**config.mk**
```make
export PLATFORM = sky130hd
export DESIGN_NAME = exe_muldiv_unit
export DESIGN_NICKNAME = d
export VERILOG_FILES = /design/src/rtl/exe_muldiv_unit.sv
export SDC_FILE = /design/constraint.sdc
export NUM_CORES = 2
export LEC_CHECK = 0
export ABC_AREA = 1
export BUFFER_PORTS_ARGS = -buffer_cell sky130_fd_sc_hd__buf_2
export CAP_MARGIN = 30
export CELL_PAD_IN_SITES_DETAIL_PLACEMENT = 0
export CELL_PAD_IN_SITES_GLOBAL_PLACEMENT = 2
export CORE_MARGIN = 1
export CORE_UTILIZATION = 30
export DETAILED_ROUTE_END_ITERATION = 8
export PLACE_DENSITY_LB_ADDON = 0.25
export SLEW_MARGIN = 20
export SYNTH_ARGS = -nofsm -noshare
export SYNTH_HDL_FRONTEND = slang
export SYNTH_SLANG_ARGS = --single-unit
export TNS_END_PERCENT = 20
```
**constraint.sdc**
```tcl
create_clock -name clk -period 14.8 [get_ports clk]
set_clock_uncertainty 0.2 [all_clocks]
set_input_delay 0.74 -clock clk [delete_from_list [all_inputs] [get_ports clk]]
set_output_delay 0.74 -clock clk [all_outputs]
set_load 0.05 [all_outputs]
```
**src/rtl/exe_muldiv_unit.sv**
```systemverilog
// Iterative multiply/divide engine for the EXE stage: signed/unsigned multiply,
// multiply-accumulate/subtract and restoring divide, all producing a HI/LO pair.
module exe_muldiv_unit #(
   parameter int WIDTH   = 32,
   parameter int MUL_LAT = 2
) (
   input  logic             clk,
   input  logic             rst,
   input  logic             start_i,
   input  logic [2:0]       op_i,
   input  logic [WIDTH-1:0] a_i,
   input  logic [WIDTH-1:0] b_i,
   input  logic [WIDTH-1:0] hi_i,
   input  logic [WIDTH-1:0] lo_i,
   input  logic             flush_i,
   output logic             busy_o,
   output logic             done_o,
   output logic [WIDTH-1:0] hi_o,
   output logic [WIDTH-1:0] lo_o
);

   localparam int CNT_W = $clog2(WIDTH);
   localparam logic [CNT_W-1:0]   CNT_ZERO = {CNT_W{1'b0}};
   localparam logic [CNT_W-1:0]   CNT_ONE  = {{(CNT_W-1){1'b0}}, 1'b1};
   localparam logic [CNT_W-1:0]   CNT_MUL  = CNT_W'(MUL_LAT - 1);
   localparam logic [CNT_W-1:0]   CNT_DIV  = CNT_W'(WIDTH - 1);
   localparam logic [WIDTH-1:0]   ZERO_W   = {WIDTH{1'b0}};
   localparam logic [WIDTH-1:0]   ONES_W   = {WIDTH{1'b1}};
   localparam logic [WIDTH-1:0]   MIN_NEG  = {1'b1, {(WIDTH-1){1'b0}}};
   localparam logic [2*WIDTH-1:0] ZERO_2W  = {(2*WIDTH){1'b0}};

   typedef enum logic [2:0] {
      ST_IDLE = 3'd0,
      ST_MUL  = 3'd1,
      ST_DIV  = 3'd2,
      ST_FIX  = 3'd3,
      ST_DONE = 3'd4
   } state_t;

   state_t             state_r, state_s;
   logic               busy_r, done_r;
   logic [WIDTH-1:0]   hi_r, lo_r;
   logic [2:0]         op_r;
   logic [WIDTH-1:0]   a_r, b_r;
   logic [2*WIDTH-1:0] acc_r;
   logic [CNT_W-1:0]   cnt_r;
   logic [WIDTH-1:0]   rem_r, quo_r, dvs_r;
   logic               neg_q_r, neg_r_r;

   logic [2*WIDTH-1:0] ext_a_s, ext_b_s, prod_s, mul_res_s;
   logic [WIDTH:0]     shifted_s, diff_s;
   logic [WIDTH-1:0]   rem_next_s, quo_next_s, fix_hi_s, fix_lo_s;
   logic               signed_op_s;

   // MSUB* shares op[1]=1 with divide, so op[2] also selects the multiply path.
   function automatic logic is_mul(input logic [2:0] op);
      return op[2] | ~op[1];
   endfunction

   function automatic logic [2*WIDTH-1:0] extend(input logic [WIDTH-1:0] v, input logic sgn);
      return sgn ? {{WIDTH{v[WIDTH-1]}}, v} : {ZERO_W, v};
   endfunction

   function automatic logic [WIDTH-1:0] magnitude(input logic [WIDTH-1:0] v, input logic sgn);
      return (sgn && v[WIDTH-1]) ? (ZERO_W - v) : v;
   endfunction

   assign busy_o = busy_r;
   assign done_o = done_r;
   assign hi_o   = hi_r;
   assign lo_o   = lo_r;

   // Next-state selection; flush overrides every state, including a start in IDLE.
   always_comb begin
      state_s = state_r;
      if (flush_i) begin
         state_s = ST_IDLE;
      end else begin
         case (state_r)
            ST_IDLE: begin
               if (start_i) begin
                  state_s = is_mul(op_i) ? ST_MUL : ST_DIV;
               end else begin
                  state_s = ST_IDLE;
               end
            end
            ST_MUL: begin
               if (cnt_r == CNT_ZERO) begin
                  state_s = ST_DONE;
               end else begin
                  state_s = ST_MUL;
               end
            end
            ST_DIV: begin
               if (cnt_r == CNT_ZERO) begin
                  state_s = ST_FIX;
               end else begin
                  state_s = ST_DIV;
               end
            end
            ST_FIX:  state_s = ST_DONE;
            ST_DONE: state_s = ST_IDLE;
            default: state_s = ST_IDLE;
         endcase
      end
   end

   // Multiply datapath: sign-extended operands give the signed product modulo 2^(2W).
   always_comb begin
      ext_a_s   = extend(a_r, ~op_r[0]);
      ext_b_s   = extend(b_r, ~op_r[0]);
      prod_s    = ext_a_s * ext_b_s;
      mul_res_s = prod_s;
      if (op_r[2]) begin
         if (op_r[1]) begin
            mul_res_s = acc_r - prod_s;
         end else begin
            mul_res_s = acc_r + prod_s;
         end
      end else begin
         mul_res_s = prod_s;
      end
   end

   // One restoring division step on magnitudes.
   always_comb begin
      shifted_s  = {rem_r, quo_r[WIDTH-1]};
      diff_s     = shifted_s - {1'b0, dvs_r};
      rem_next_s = shifted_s[WIDTH-1:0];
      quo_next_s = {quo_r[WIDTH-2:0], 1'b0};
      if (diff_s[WIDTH]) begin
         rem_next_s = shifted_s[WIDTH-1:0];
         quo_next_s = {quo_r[WIDTH-2:0], 1'b0};
      end else begin
         rem_next_s = diff_s[WIDTH-1:0];
         quo_next_s = {quo_r[WIDTH-2:0], 1'b1};
      end
   end

   // Sign fix-up and the divide-by-zero / signed-overflow special results.
   always_comb begin
      fix_lo_s = neg_q_r ? (ZERO_W - quo_r) : quo_r;
      fix_hi_s = neg_r_r ? (ZERO_W - rem_r) : rem_r;
      if (b_r == ZERO_W) begin
         fix_lo_s = ONES_W;
         fix_hi_s = a_r;
      end else if (~op_r[0] && (a_r == MIN_NEG) && (b_r == ONES_W)) begin
         fix_lo_s = a_r;
         fix_hi_s = ZERO_W;
      end else begin
         fix_lo_s = neg_q_r ? (ZERO_W - quo_r) : quo_r;
         fix_hi_s = neg_r_r ? (ZERO_W - rem_r) : rem_r;
      end
   end

   assign signed_op_s = ~op_i[0];

   // State register with registered busy/done flags.
   always_ff @(posedge clk) begin
      if (rst) begin
         state_r <= ST_IDLE;
         busy_r  <= 1'b0;
         done_r  <= 1'b0;
      end else begin
         state_r <= state_s;
         busy_r  <= (state_s == ST_MUL) || (state_s == ST_DIV) || (state_s == ST_FIX);
         done_r  <= (state_s == ST_DONE);
      end
   end

   // Operand capture, latency counter and divider iteration registers.
   always_ff @(posedge clk) begin
      if (rst) begin
         op_r    <= 3'b000;
         a_r     <= ZERO_W;
         b_r     <= ZERO_W;
         acc_r   <= ZERO_2W;
         cnt_r   <= CNT_ZERO;
         rem_r   <= ZERO_W;
         quo_r   <= ZERO_W;
         dvs_r   <= ZERO_W;
         neg_q_r <= 1'b0;
         neg_r_r <= 1'b0;
      end else if (flush_i) begin
         cnt_r <= CNT_ZERO;
      end else begin
         case (state_r)
            ST_IDLE: begin
               if (start_i) begin
                  op_r    <= op_i;
                  a_r     <= a_i;
                  b_r     <= b_i;
                  acc_r   <= {hi_i, lo_i};
                  cnt_r   <= is_mul(op_i) ? CNT_MUL : CNT_DIV;
                  rem_r   <= ZERO_W;
                  quo_r   <= magnitude(a_i, signed_op_s);
                  dvs_r   <= magnitude(b_i, signed_op_s);
                  neg_q_r <= signed_op_s & (a_i[WIDTH-1] ^ b_i[WIDTH-1]);
                  neg_r_r <= signed_op_s & a_i[WIDTH-1];
               end
            end
            ST_MUL: begin
               if (cnt_r != CNT_ZERO) begin
                  cnt_r <= cnt_r - CNT_ONE;
               end
            end
            ST_DIV: begin
               rem_r <= rem_next_s;
               quo_r <= quo_next_s;
               if (cnt_r != CNT_ZERO) begin
                  cnt_r <= cnt_r - CNT_ONE;
               end
            end
            default: begin
               cnt_r <= cnt_r;
            end
         endcase
      end
   end

   // Result registers: written only on the edge that enters DONE.
   always_ff @(posedge clk) begin
      if (rst) begin
         hi_r <= ZERO_W;
         lo_r <= ZERO_W;
      end else if (!flush_i && (state_r == ST_MUL) && (cnt_r == CNT_ZERO)) begin
         hi_r <= mul_res_s[2*WIDTH-1:WIDTH];
         lo_r <= mul_res_s[WIDTH-1:0];
      end else if (!flush_i && (state_r == ST_FIX)) begin
         hi_r <= fix_hi_s;
         lo_r <= fix_lo_s;
      end else begin
         hi_r <= hi_r;
         lo_r <= lo_r;
      end
   end

endmodule

```
==> flow_metrics.tcl <==
set metrics [dict create \
    status "finished, final reports clean" \
    area_growth_pct 8.145 \
    synth_edf_count 0 \
    vias 63020 \
    initial_core_util_pct 30.29 \
    layout-drive-gt1-share_pct 5.888 \
    die_x_um 498.5 \
    grt_first_pass_wirelength_um 456700 \
    min_period_ns 14.22 \
    synth_top_area_share_pct 38.85 \
    cts.sinks 302 \
    gp_congestion 0.9564 \
    finalWirelength_um 307800 \
    min_path_type "input port to flip-flop" \
    dp_cells 13140 \
    hold_start "lo_i[27]" \
    die_h_um 498.5 \
    core_um2 244100 \
    grtUsageMet1_pct 33.00 \
    dp_hpwl_um 262000 \
    worstSetupEndpointType "flip-flop" \
    synthArstFlopShare_pct 0 \
    final_cells 13210 \
    grt_max_degree 128 \
    htree_levels 2 \
    clock_path_buffers 3 \
    top_level_ports 201 \
    nets 11950 \
    syn_area_per_cell_um2 7.386 \
    dpl-instance-area_um2 78660 \
    crit_top_cell "fa_1" \
    dieArea_um2 248500 \
    hold_viol_final 0 \
    crit_path_start_kind "flip-flop" \
    clkTransAtPathRegs_ns 0.07 \
    powerDensity_nw_per_um2 137.5 \
    fin_crit_sh_pct 96.07 \
    cpMaxStageDelayCell "fa_1" \
    io_buffer_count 200 \
    wl_per_cell_um 23.30 \
    ant_nets 0 \
    peakVddDrop_mv 0.1460 \
    cts_setup_buffers 0 \
    place_ws_ns 0.2021 \
    maxCapViolCount 0 \
    ys_warn_count 0 \
    r2r-start "a_r[31]" \
    yosysTopAreaCell "fa_1" \
    drtIter0Drc 4162 \
    max_freq_mhz 70.33 \
    syn_inst 10010 \
    postCtsHoldBufs 0 \
    cts_tree "done" \
    max_slew_margin_pct 32.02 \
    setup_slack_ns 0.5814 \
    stdcell_area_um2 79960 \
    tightest_slew_ns 1.012 \
    cts_buffers 36 \
    vias_per_cell 4.771 \
    slew_viol_final 0 \
    min_to "acc_r[27]" \
    antenna_found_initial 19 \
    path_class "flip-flop to flip-flop" \
    row_count 181 \
    synth_area_leaders "fa_1 39%, inv_1 14%, nand2_1 11%, dfxtp_1 8.2%, ha_1 6.8%" \
    synth-seq-area-share_pct 8.177 \
    grt_util_met2_pct 43.70 \
    ys_ff_latch 302 \
    synth-main-ff-cell "dfxtp_1" \
    syn_area_um2 73940 \
    setup_violations 0 \
    top_usage_layer "met2" \
    grt_overflow 0 \
    reg2reg_depth 44 \
    timing.rr.end "hi_o[28]" \
    max_stage_delay_ns 0.74 \
    min_path_cells 3 \
    total_power_mw 11.00 \
    ctsResizeCount 0 \
    worst-endpoint-arrival_ns 14.52 \
    gr-usage-met3_pct 2.015 \
    p_leak_nw 44.30 \
    synth.distinct_cells 71 \
    drc_errors 0 \
    synth_fp_nets 11980 \
    root_buffer "clkbuf_16" \
    rrSetupSlack_ns 0.58 \
    rsz0062_at_grt "false" \
    drtPass1Iterations 6 \
    grt_pass1_vias 67360 \
    grt_usage_pct 25.00 \
    crit_fanout 14 \
    clk_latency_ns 0.61 \
    cp.required_ns 15.11 \
]
-- Yosys cell counts (4+ instances only) --
library cell,n
nor3_1,73
nand2_1,2223
inv_1,2750
a211oi_1,18
o21ai_0,357
nand4_1,67
ha_1,401
o31ai_1,13
a22o_1,8
nor2_1,640
o21a_1,14
nor3_2,19
clkinv_1,6
nand3b_1,22
nand3_2,5
or2_2,18
buf_1,16
o21bai_1,10
clkbuf_1,383
xnor2_1,73
o211ai_1,110
a21o_1,20
xor2_1,171
fa_1,1435
inv_2,31
o22ai_1,17
a32o_1,12
o21ai_1,22
nand3_1,189
dfxtp_1,302
a221oi_1,10
nand2_2,22
buf_2,12
a21oi_1,375
a31oi_1,46
a22oi_1,4
nor4_1,41
o221ai_1,11
nor2_2,13
-- cell type report --
cell class / instances / area [um^2]
Antenna cell: 3 / 7.507
Clock buffer: 48 / 1017
Clock inverter: 15 / 231.5
Fill cell: 26690 / 164200
Inverter: 2788 / 10470
Multi-Input combinational cell: 6510 / 55910
Sequential cell: 302 / 6106
Tap cell: 3202 / 4006
Timing Repair Buffer: 341 / 2210
-- metrics by stage --
step / util (%) / TNS, ns / hold WS, ns
2_1_floorplan: - / 0 / 0.2353
3_3_place_gp: 32.20 / -0.1238 / 0.2410
3_5_place_dp: 32.22 / 0 / 0.2432
4_1_cts: 32.73 / 0 / 0.1500
5_1_grt: 32.75 / 0 / 0.1684
6_report: 32.75 / 0 / 0.1839
-- worst max-delay path: cells and delay by family, from the launching register on --
family	cells	cell delay, ns
buf+inv	7	1.00
simple gates	19	4.93
fa+ha+maj	12	6.52
xor+xnor	1	0.21
compound gates	5	0.58
flops	1	0.62
-- layout by cell type (no fill, tap or decap), types with 110 or more instances in the layout --
| cell type | netlist | routed |
|---|---|---|
| a21oi_1 | 375 | 375 |
| buf_2 | 12 | 200 |
| buf_4 | 0 | 129 |
| dfxtp_1 | 302 | 254 |
| fa_1 | 1435 | 1435 |
| ha_1 | 401 | 401 |
| inv_1 | 2750 | 2748 |
| nand2_1 | 2223 | 2222 |
| nand3_1 | 189 | 189 |
| nor2_1 | 640 | 634 |
| o211ai_1 | 110 | 110 |
| o21ai_0 | 357 | 356 |
| xor2_1 | 171 | 171 |
-- cells by family (layout without fill, tap and decap cells) --
| kind of cell | Yosys count | in the layout | synth area share, % |
|---|---|---|---|
| fa+ha+maj | 1836 | 1836 | 45.64 |
| other cells | 0 | 3 | 0 |
| buf+inv | 3199 | 3192 | 16.26 |
| flops | 302 | 302 | 8.177 |
| simple gates | 3356 | 3356 | 18.53 |
| compound gates | 1066 | 1066 | 8.282 |
| xor+xnor | 252 | 252 | 3.112 |
-- sequential cells by signal (all words and copies together), names as in the netlist, 31 cells and up --
signal / flops
b_r: 32
quo_r: 32
lo_o: 32
rem_r: 32
hi_o: 32
acc_r: 64
dvs_r: 31
a_r: 32
-- worst max path at each step --
stage / start / endpoint / slack [ns] / cells after the start
floorplan: op_r[0] / hi_o[27] / 3.72 / 50
global placement: a_r[31] / hi_o[30] / -0.12 / 43
detailed placement: a_r[31] / hi_o[27] / 0.20 / 46
CTS: a_r[31] / hi_o[27] / 0.12 / 46
global route: a_r[31] / hi_o[27] / 0.01 / 52
finish: a_r[31] / hi_o[28] / 0.58 / 44
-- power by group --
group	total, mW	leakage (nW)	switching, mW	internal [mW]
Sequential	0.973	2.49	0.116	0.857
Combinational	9.03	41.2	6.30	2.73
Clock	0.992	0.603	0.432	0.560
-- per-layer routing --
metal / part of all wire [%] / vias up
li1: - / 29280
met1: 44 / 32130
met2: 49 / 1329
met3: 3.6 / 278
met4: 3.1 / 8
met5: 0.016 / -
Power figures use the tool's default switching activity.
